===== config.mk =====
export PLATFORM = sky130hd
export DESIGN_NAME = serial_adder_ctrl
export DESIGN_NICKNAME = d
export VERILOG_FILES = /design/src/rtl/serial_adder_ctrl_pkg.sv /design/src/rtl/serial_adder_ctrl_fulladder.sv /design/src/rtl/serial_adder_ctrl.sv
export SDC_FILE = /design/constraint.sdc
export NUM_CORES = 1
export LEC_CHECK = 0
export ABC_AREA = 0
export CAP_MARGIN = 20
export CELL_PAD_IN_SITES_DETAIL_PLACEMENT = 1
export CELL_PAD_IN_SITES_GLOBAL_PLACEMENT = 2
export CORE_MARGIN = 3
export CORE_UTILIZATION = 30
export DETAILED_ROUTE_END_ITERATION = 12
export PLACE_DENSITY_LB_ADDON = 0.08
export SLEW_MARGIN = 20
export SYNTH_ARGS = -nofsm -noshare
export SYNTH_HDL_FRONTEND = slang
export SYNTH_SLANG_ARGS = --single-unit

===== constraint.sdc =====
create_clock -name clk -period 1.4 [get_ports clk]
set_input_delay 0.42 -clock clk [delete_from_list [all_inputs] [get_ports clk]]
set_output_delay 0.42 -clock clk [all_outputs]
set_load 0.01 [all_outputs]

===== src/rtl/serial_adder_ctrl_pkg.sv =====
// ============================================================================
// Module   : serial_adder_ctrl_pkg
// Brief    : Shared state encodings and default sizes for the serial adder.
// Revision : 1.0
// ============================================================================
`default_nettype none

package serial_adder_ctrl_pkg;

    localparam int DEF_WIDTH = 8;
    localparam int DEF_CNT_W = 3;

    typedef enum logic [1:0] {
        ST_IDLE  = 2'd0,
        ST_SHIFT = 2'd1,
        ST_DONE  = 2'd2
    } state_t;

endpackage

`default_nettype wire


===== src/rtl/serial_adder_ctrl_fulladder.sv =====
// ============================================================================
// Module   : fulladder
// Brief    : Gate-level 1-bit full adder cell.
// Revision : 1.0
// ============================================================================
`default_nettype none

module fulladder (
    input  logic a,
    input  logic b,
    input  logic c_in,
    output logic sum,
    output logic c_out
);

    logic w_axb;

    assign w_axb = a ^ b;
    assign sum   = w_axb ^ c_in;
    assign c_out = (a & b) | (c_in & w_axb);

endmodule

`default_nettype wire


===== src/rtl/serial_adder_ctrl.sv =====
// ============================================================================
// Module   : serial_adder_ctrl
// Brief    : Bit-serial WIDTH-bit adder sequencing one full adder cell, LSB first.
// Revision : 1.0
// ============================================================================
`default_nettype none

module serial_adder_ctrl
    import serial_adder_ctrl_pkg::*;
#(
    parameter int WIDTH = DEF_WIDTH,
    parameter int CNT_W = DEF_CNT_W
) (
    input  logic             clk,
    input  logic             reset,
    input  logic             start,
    input  logic [WIDTH-1:0] op_a,
    input  logic [WIDTH-1:0] op_b,
    input  logic             cin,
    output logic             busy,
    output logic             done,
    output logic [WIDTH-1:0] result,
    output logic             cout,
    output logic             overflow
);

    localparam logic [CNT_W-1:0] C_LAST_BIT = CNT_W'(WIDTH - 1);

    state_t             state_q;
    logic [WIDTH-1:0]   sa_q;
    logic [WIDTH-1:0]   sb_q;
    logic [WIDTH-1:0]   sum_q;
    logic [WIDTH-1:0]   sum_d;
    logic               c_q;
    logic [CNT_W-1:0]   cnt_q;
    logic [CNT_W-1:0]   cnt_d;
    logic               busy_q;
    logic               done_q;
    logic [WIDTH-1:0]   result_q;
    logic               cout_q;
    logic               ovf_q;

    logic               w_sum;
    logic               w_cout;

    fulladder u_fa (
        .a     (sa_q[0]),
        .b     (sb_q[0]),
        .c_in  (c_q),
        .sum   (w_sum),
        .c_out (w_cout)
    );

    // Partial sum accumulates separately so the published result holds until the next done.
    assign sum_d = {w_sum, sum_q[WIDTH-1:1]};
    assign cnt_d = cnt_q + CNT_W'(1);

    always_ff @(posedge clk) begin
        if (reset) begin
            state_q  <= ST_IDLE;
            sa_q     <= '0;
            sb_q     <= '0;
            sum_q    <= '0;
            c_q      <= 1'b0;
            cnt_q    <= '0;
            busy_q   <= 1'b0;
            done_q   <= 1'b0;
            result_q <= '0;
            cout_q   <= 1'b0;
            ovf_q    <= 1'b0;
        end else begin
            case (state_q)
                ST_IDLE: begin
                    done_q <= 1'b0;
                    if (start) begin
                        sa_q    <= op_a;
                        sb_q    <= op_b;
                        c_q     <= cin;
                        cnt_q   <= '0;
                        busy_q  <= 1'b1;
                        state_q <= ST_SHIFT;
                    end
                end
                ST_SHIFT: begin
                    sa_q  <= sa_q >> 1;
                    sb_q  <= sb_q >> 1;
                    c_q   <= w_cout;
                    sum_q <= sum_d;
                    cnt_q <= cnt_d;
                    if (cnt_q == C_LAST_BIT) begin
                        result_q <= sum_d;
                        cout_q   <= w_cout;
                        ovf_q    <= c_q ^ w_cout;
                        done_q   <= 1'b1;
                        state_q  <= ST_DONE;
                    end
                end
                ST_DONE: begin
                    done_q  <= 1'b0;
                    busy_q  <= 1'b0;
                    state_q <= ST_IDLE;
                end
                default: begin
                    done_q  <= 1'b0;
                    busy_q  <= 1'b0;
                    state_q <= ST_IDLE;
                end
            endcase
        end
    end

    assign busy     = busy_q;
    assign done     = done_q;
    assign result   = result_q;
    assign cout     = cout_q;
    assign overflow = ovf_q;

endmodule

`default_nettype wire

## After elaboration in Yosys (flattened, before gate mapping)

Cells that the tools add are included.

- Bits in registers: 42
- Output and inout bits: 12

- Add/subtract/negate cells: 1
- Equality and inequality tests: 4
- Muxes and demuxes: 13
- Bitwise gates (word level): 7
- Reduce and logical (&&, ||, !) cells: 7

Operators by type and width:

| kind | count |
|---|---|
| 8-bit case mux with 2 select lines | 2 |
| 8-bit 2-to-1 mux | 2 |
| 2-bit AND reduction | 4 |
| 3-bit case mux with 2 select lines | 1 |
| 2-bit 2-to-1 mux | 2 |
| 2-bit != test, second input constant | 2 |
| 1-bit case mux with 2 select lines | 2 |
| 2-bit case mux with 2 select lines | 1 |
| 3-bit by 1-bit adder with 3-bit output, second input constant | 1 |
| 3-bit == test, second input constant | 1 |
| 3-bit 2-to-1 mux | 1 |
| 1-bit XOR | 3 |
| 1-bit bitwise AND | 2 |
| 2-bit by 1-bit == test with 1-bit output, second input constant | 1 |
| 2-bit zero test | 1 |
| 1-bit 2-to-1 mux | 2 |
| 2-bit nonzero test | 1 |
| 2-bit OR reduction | 1 |
| 1-bit NOT | 1 |
| 1-bit OR | 1 |

## Depth between registers and ports, before layout

Gate-level depths: netlist (run 1).

- Depth after elaboration: 4
- Mapped depth: 6
- Gate-level depth less buffers: 5

## Modules after synthesis

From an unflattened synthesis (run 1), not the netlist that was laid out.

- Cell total of the unflattened synthesis: 184
- Area total of the unflattened synthesis: 1771.7 sq um

Modules (own cells, without submodules):

| module | instances | cells an instance | area each (sq um) | sequential area each (sq um) |
|---|---|---|---|---|
| serial_adder_ctrl | 1 | 183 | 1751.7 | 820.8 |
| fulladder | 1 | 1 | 20.0 | 0.0 |

## Least setup slack after synthesis (run 1)

No wires, ideal clock.

- Kind: reg-to-reg
- Start: reg cnt_q[0]
- End: reg cout_q, in the netlist cout
- Library setup time: 128 ps
- Data arrival time: 1102 ps
- Data required time: 1272 ps
- Slack: 171 ps
- Stages on the path, launching flop included: 6
- Buffers on the path: 0
- Cells stage by stage: dfxtp_1 > ha_1 > ha_1 > nand3b_2 > mux2i_1 > nor2_1

- Longest elaborated chain between the ends: 2

Ends and longest elaborated chain:

| item | RTL line | RTL |
|---|---|---|
| from (decl) | serial_adder_ctrl.sv:35 | `logic [CNT_W-1:0] cnt_q;` |
| from (signal assigned) | serial_adder_ctrl.sv:89 | `cnt_q <= cnt_d;` |
| 3-bit == test | serial_adder_ctrl.sv:90 | `if (cnt_q == C_LAST_BIT) begin` |
| 2-bit AND reduction (no line) | - |  |
| to (signal assigned) | serial_adder_ctrl.sv:92 | `cout_q <= w_cout;` |
| to (decl) | serial_adder_ctrl.sv:40 | `logic cout_q;` |

No other way between the ends.
A chain may end at the register's enable or synchronous reset.

## Final worst setup path (run 1)

- Start: reg busy_q, in the netlist busy
- End: out busy

RTL lines:

| item | RTL line | RTL |
|---|---|---|
| from (decl) | serial_adder_ctrl.sv:37 | `logic busy_q;` |
| from (signal assigned) | serial_adder_ctrl.sv:66 | `busy_q <= 1'b0;` |
| from (signal assigned) | serial_adder_ctrl.sv:80 | `busy_q <= 1'b1;` |
| from (signal assigned) | serial_adder_ctrl.sv:100 | `busy_q <= 1'b0;` |
| to (decl) | serial_adder_ctrl.sv:20 | `output logic busy,` |

No word-level cell between the ends.

==> qor.yml, run 1 <==
r2r_cells: 6
cts_root_buffer: "clkbuf_8"
crit_fanout: 2
portBuffers: 31
gr-usage-met1_pct: 17.3
crit_slowest_cell: "dfxtp_1"
finalSetupViolCount: 0
worstSetupPathType: "register to output port"
wirelength_mm: 4.00
drc: 0
finClkSkew_ps: 7.51
synth-edff-count: 0
ys_seq_area_share_pct: 47.4
fmax_mhz: 751
grt_pass1_vias: 1472
tightest_slew_ps: 377
cts_tree: "yes"
diodes: 0
crit_buf_inv: 1
ys_ff_latch: 41
hp-class: "register to register"
avgViaCountPerCell: 4.77
final_util_pct: 41.4
worstPathRequired_ps: 980
r2r_end: "state_q[0]"
setup.worst_path.start_class: "register"
drive_gt1_share_pct: 19.9
cp.depth: 1
grt_util_all_layers_pct: 13.6
cts_inserted_buffers: 5
die_x_um: 82
gp_congestion: 0.675
grt-ovfl-total: 0
grt_max_degree: 32
nets: 238
drt_iter0_drc: 59
syn_avg_cell_area_um2: 9.52
rsz0062_at_grt: "false"
worst_setup_path_end_kind: "output port"
slew_headroom_pct: 74.9
dpl.hpwl_mm: 2.81
cellPowerDensity_nw_per_um2: 1190
min_period_ps: 1330
top_usage_layer: "met2"
final_common_cell: "dfxtp_1"
initial_core_util_pct: 31.3
async_flop_share_pct: 0
synth_nets: 205
netlist_area_um2: 1730
critPathArrivalTime_ps: 910
slew_viol_final: 0
vias: 1373
postRouteAntennaNets: 0
clk_pin_slew_ps: 80
grt_pass1_wl_mm: 6.86
cts_sinks: 41
yosys.cell_types.count: 28
clkLatencyLatePin_ps: 290
power.leakage_nw: 0.914
firstDrtPassIters: 4
path_delay_family: "flip-flops"
area_growth_pct: 32.3
cts_setup_buffers: 0
timing.reg2reg.setup_slack_ps: 100
finalCritPeriodShare_pct: 95.1
outcome: "finished, final reports clean"
cp-endpoint: "busy"
max_stage_delay_ps: 340
path_cells: "dlygate4sd2_1"
rows: 27
postSynthCellCount: 182
wl_per_cell_um: 13.9
grtUsageMet2_pct: 21.6
cap_violations: 0
fillCellCount: 621
synth_warnings: 0
htreeDepth: 2
met3_usage_pct: 4.28
antenna_found_initial: 0
ios: 32
r2r-start: "cnt_q[0]"
layout_common_cells: "dfxtp_1 (40), nand2_1 (23), a21oi_1 (21), clkdlybuf4s50_1 (18), inv_1 (16)"
fp.dieH_um: 82
vdd_drop_max_mv: 0.413
hold_violations: 0
die_area_um2: 6720
fp.coreArea_um2: 5540
ys.flop_type: "dfxtp_1"
critical_path.startpoint: "busy"
fin_setup_tns_ps: 0
clockBufferDepth: 2
==> kinds of logic after synthesis <==
| kind of cell | after synthesis | share of synthesized area, % |
|---|---|---|
| fa+ha+maj | 3 | 2.60 |
| mux | 2 | 1.16 |
| xor+xnor | 1 | 0.506 |
| buf+inv | 31 | 10.3 |
| flops | 41 | 47.4 |
| compound gates | 52 | 23.5 |
| simple gates | 52 | 14.6 |
==> Yosys cell counts (5+ instances only) <==
master	n	area [µm²]
o221a_2	7	78.8
buf_6	5	56.3
nand3_1	9	45.0
o221a_1	8	90.1
inv_1	16	60.1
nor2_1	9	33.8
nand2_1	23	86.3
a21oi_1	21	105
dfxtp_1	41	821
a21oi_2	11	96.3
==> power by group <==
group / internal (W) / leakage [nW] / total [W] / switching (W)
logic: 0.000180 / 0.510 / 0.000344 / 0.000163
registers: 0.00122 / 0.336 / 0.00127 / 0.0000418
clock network: 0.000708 / 0.0681 / 0.00112 / 0.000414
total: 0.00211 / 0.914 / 0.00273 / 0.000619
==> through the flow <==
step | hold slack, ps | total power [W] | setup WS, ps | std cells | cell area, µm²
floorplan | 437 | 0.00151 | 171 | 182 | 1730
global placement | 440 | 0.00162 | -449 | 279 | 2130
detailed placement | 448 | 0.00164 | -527 | 279 | 2130
CTS | 458 | 0.00277 | 17.1 | 288 | 2270
global route | 473 | 0.00289 | 0.0744 | 288 | 2290
finish | 453 | 0.00273 | 68.7 | 288 | 2290
==> area by class of cell <==
class                   instances  area [µm²]  share of cell area [%]
flip-flops and latches         41         822                    35.9
multi-input cells             111         769                    33.6
repair buffers                 40         417                    18.2
well taps                      72        90.1                    3.93
clock buffers                   5        68.8                    3.00
clock inverters                 3        65.1                    2.84
inverters                      16        60.1                    2.62
==> flip-flops by register name (all words and copies together), names as in the netlist, 2 cells and up <==
signal   cells
result       8
sa_q         8
sb_q         8
sum_q        7
cnt_q        3
state_q      2
==> how the worst min path moves through the flow <==
stage	from	end	slack [ps]	cells after the start
6_report	overflow	overflow	450	2
5_1_grt	result[4]	result[4]	470	2
4_1_cts	overflow	overflow	460	2
3_5_place_dp	overflow	overflow	450	2
3_3_place_gp	result[7]	result[7]	440	2
2_1_floorplan	sum_q[1]	sum_q[1]	440	2
==> layer usage <==
layer | wire length [µm] | share of wire [%]
met1 | 1840 | 46
met5 | 0 | 0
met4 | 32 | 0.80
met3 | 180 | 4.5
met2 | 1950 | 49
==> what timing repair did <==
action | in CTS | in global routing
hold buffers | 0 | 0
gates resized for setup | 16 | 5
hold endpoints to repair | 0 | 0
gates cloned | 1 | 0
endpoints found under the setup margin | 27 | 20
pin swaps | 0 | 0
Note: power is estimated with default switching activity, not from simulation.
==> run 2, diff against run 1 <==
--- a/config.mk
+++ b/config.mk
@@ -10,7 +10,7 @@
 export CELL_PAD_IN_SITES_DETAIL_PLACEMENT = 1
 export CELL_PAD_IN_SITES_GLOBAL_PLACEMENT = 2
 export CORE_MARGIN = 3
-export CORE_UTILIZATION = 30
+export CORE_UTILIZATION = 34
 export DETAILED_ROUTE_END_ITERATION = 12
 export PLACE_DENSITY_LB_ADDON = 0.08
 export SLEW_MARGIN = 20
==> constraint.sdc (replaced) <==
create_clock -name clk -period 1.7 [get_ports clk]
set_input_delay 0.51 -clock clk [delete_from_list [all_inputs] [get_ports clk]]
set_output_delay 0.51 -clock clk [all_outputs]
set_load 0.01 [all_outputs]
==> run 2 against run 1 <==
Effect of this change:
- via count down 1.6%
- routed wire length down 1.2%
- first-iteration DRC count down 6.8%
- power down 18%
- non-clock buffer count down 3
- clock power down 17%
- combinational power down 26%
- critical path type is now input port to register
- largest power group unchanged
==> qor.yml, run 2 (synthesized netlist as in run 1, its figures left out) <==
outcome: "finished, final reports clean"  # unchanged
r2r_cells: 4  # was 6
slew_viol_final: 0  # unchanged
dpl.hpwl_mm: 2.71  # was 2.81 mm
fin_setup_tns_ps: 0  # unchanged
max_stage_delay_ps: 520  # was 340 ps
initial_core_util_pct: 36.0  # was 31.3%
worstSetupPathType: "input port to register"  # was register to output port
fp.dieH_um: 77.4  # was 82 µm
htreeDepth: 2  # unchanged
layout_common_cells: "dfxtp_1 (41), nand2_1 (23), a21oi_1 (21), clkdlybuf4s50_1 (19), inv_1 (16)"  # was dfxtp_1 (40), nand2_1 (23), a21oi_1 (21), clkdlybuf4s50_1 (18), inv_1 (16)
final_common_cell: "dfxtp_1"  # unchanged
cts_sinks: 41  # unchanged
cp.depth: 4  # was 1
hold_violations: 0  # unchanged
fp.coreArea_um2: 4820  # was 5540 µm²
area_growth_pct: 28.6  # was 32.3%
vdd_drop_max_mv: 0.433  # was 0.413 mV
portBuffers: 31  # unchanged
die_area_um2: 5990  # was 6720 µm²
cts_root_buffer: "clkbuf_8"  # unchanged
antenna_found_initial: 0  # unchanged
min_period_ps: 1570
grt_util_all_layers_pct: 14.2  # was 13.6%
drt_iter0_drc: 55  # was 59
finClkSkew_ps: 3.03  # was 7.51 ps
r2r_end: "sb_q[1]"  # was state_q[0]
hold_slack_ps: 453  # about the same
cap_violations: 0  # unchanged
hp-class: "register to register"  # unchanged
cts_tree: "yes"  # unchanged
path_cells: "clkdlybuf4s50_1 > nor2b_4 > nand2b_2 > o221a_2"  # was dlygate4sd2_1
avgViaCountPerCell: 4.84  # was 4.77
crit_fanout: 15  # was 2
grt-ovfl-total: 0  # unchanged
finalCritPeriodShare_pct: 92.3
rsz0062_at_grt: "false"  # unchanged
path_delay_family: "buffers and inverters"  # was flip-flops
power.leakage_nw: 0.991  # was 0.914 nW
crit_buf_inv: 1  # unchanged
clkLatencyLatePin_ps: 290  # about the same
gp_congestion: 0.709  # was 0.675
vias: 1351  # was 1,373
firstDrtPassIters: 4  # unchanged
slew_headroom_pct: 74.6  # was 74.9%
clockBufferDepth: 2  # unchanged
drc: 0  # unchanged
wirelength_mm: 3.95  # was 4.00 mm
diodes: 0  # unchanged
cp-endpoint: "sb_q[2]"  # was busy
grt_pass1_wl_mm: 6.84  # was 6.86 mm
wl_per_cell_um: 14.2  # was 13.9 µm
r2r-start: "state_q[0]"  # was cnt_q[0]
cellPowerDensity_nw_per_um2: 1000  # was 1190 nW/µm²
ios: 32  # unchanged
timing.reg2reg.setup_slack_ps: 330  # was 100 ps
postRouteAntennaNets: 0  # unchanged
grt_pass1_vias: 1522  # was 1,472
fmax_mhz: 638
final_util_pct: 46.3  # was 41.4%
setup.worst_path.start_class: "input port"  # was register
clk_pin_slew_ps: 80  # about the same
hold_buffers: 0  # unchanged
worst_setup_path_end_kind: "register"  # was output port
cts_inserted_buffers: 5  # unchanged
worstPathRequired_ps: 1890  # was 980 ps
tightest_slew_ps: 381  # was 377 ps
rows: 25  # was 27
die_x_um: 77.4  # was 82 µm
drive_gt1_share_pct: 17.5  # was 19.9%
finalSetupViolCount: 0  # unchanged
grt_max_degree: 42  # was 32
crit_slowest_cell: "clkdlybuf4s50_1"  # was dfxtp_1
critPathArrivalTime_ps: 1750  # was 910 ps
nets: 234  # was 238
critical_path.startpoint: "start"  # was busy
-- run 2: changes by cell type in the layout (fill, tap and decap cells not counted), moves of 2 or more --
cell	before	now
nand2b_4	2	0
dlymetal6s2s_1	0	10
dlygate4sd2_1	12	2
buf_12	4	1
-- run 2: metrics by stage --
step	power (W)	worst slack [ps]	cells	cell area, µm²
after detailed placement	0.00132	-297	271	2070
after CTS	0.00227	4.08	279	2200
final	0.00223	132	279	2230
after floorplan	0.00124	445	182	1730
after global placement	0.00131	-227	271	2070
after global routing	0.00233	36.4	279	2230
-- run 2: tightest hold or removal path, stage by stage (launching register included) --
cell and delay [ps]:
dfxtp_1 310, nand2_1 50, a21oi_1 50
-- run 2: final cells by class --
| cell class | instances | area, µm² |
|---|---|---|
| inverter | 16 | 60.1 |
| multi-input combinational | 110 | 739 |
| clock buffer | 5 | 68.8 |
| sequential | 41 | 821 |
| tap | 67 | 83.8 |
| timing repair buffer | 37 | 390 |
| fill | 552 | 2590 |
| clock inverter | 3 | 65.1 |
-- run 2: metal layers --
metal	share of wire (%)	global-route usage [%]
met1	46	16.0
met4	0.38	4.09
met3	3.3	4.18
met2	51	25.6
met5	0	0
-- run 2: how the worst min path moves through the flow --
stage                          from        end  slack [ps]  cells past startpoint
after CTS                 result[0]  result[0]         460                      2
after global placement    result[2]  result[2]         440                      2
final                     result[0]  result[0]         450                      2
after global routing      result[2]  result[2]         480                      2
after floorplan            sum_q[1]   sum_q[1]         440                      2
after detailed placement  result[0]  result[0]         450                      2
-- run 2: power by group --
part | leakage, nW | total [W] | internal, W | switching (W)
clock network | 0.0681 | 0.000931 | 0.000583 | 0.000348
registers | 0.335 | 0.00104 | 0.00101 | 0.0000334
logic | 0.588 | 0.000256 | 0.000130 | 0.000126
-- run 2: what timing repair did --
action	in CTS	in global routing
pin swaps	0	0
gates resized for setup	3	10
setup endpoints to repair	4	10
buffers inserted	0	0
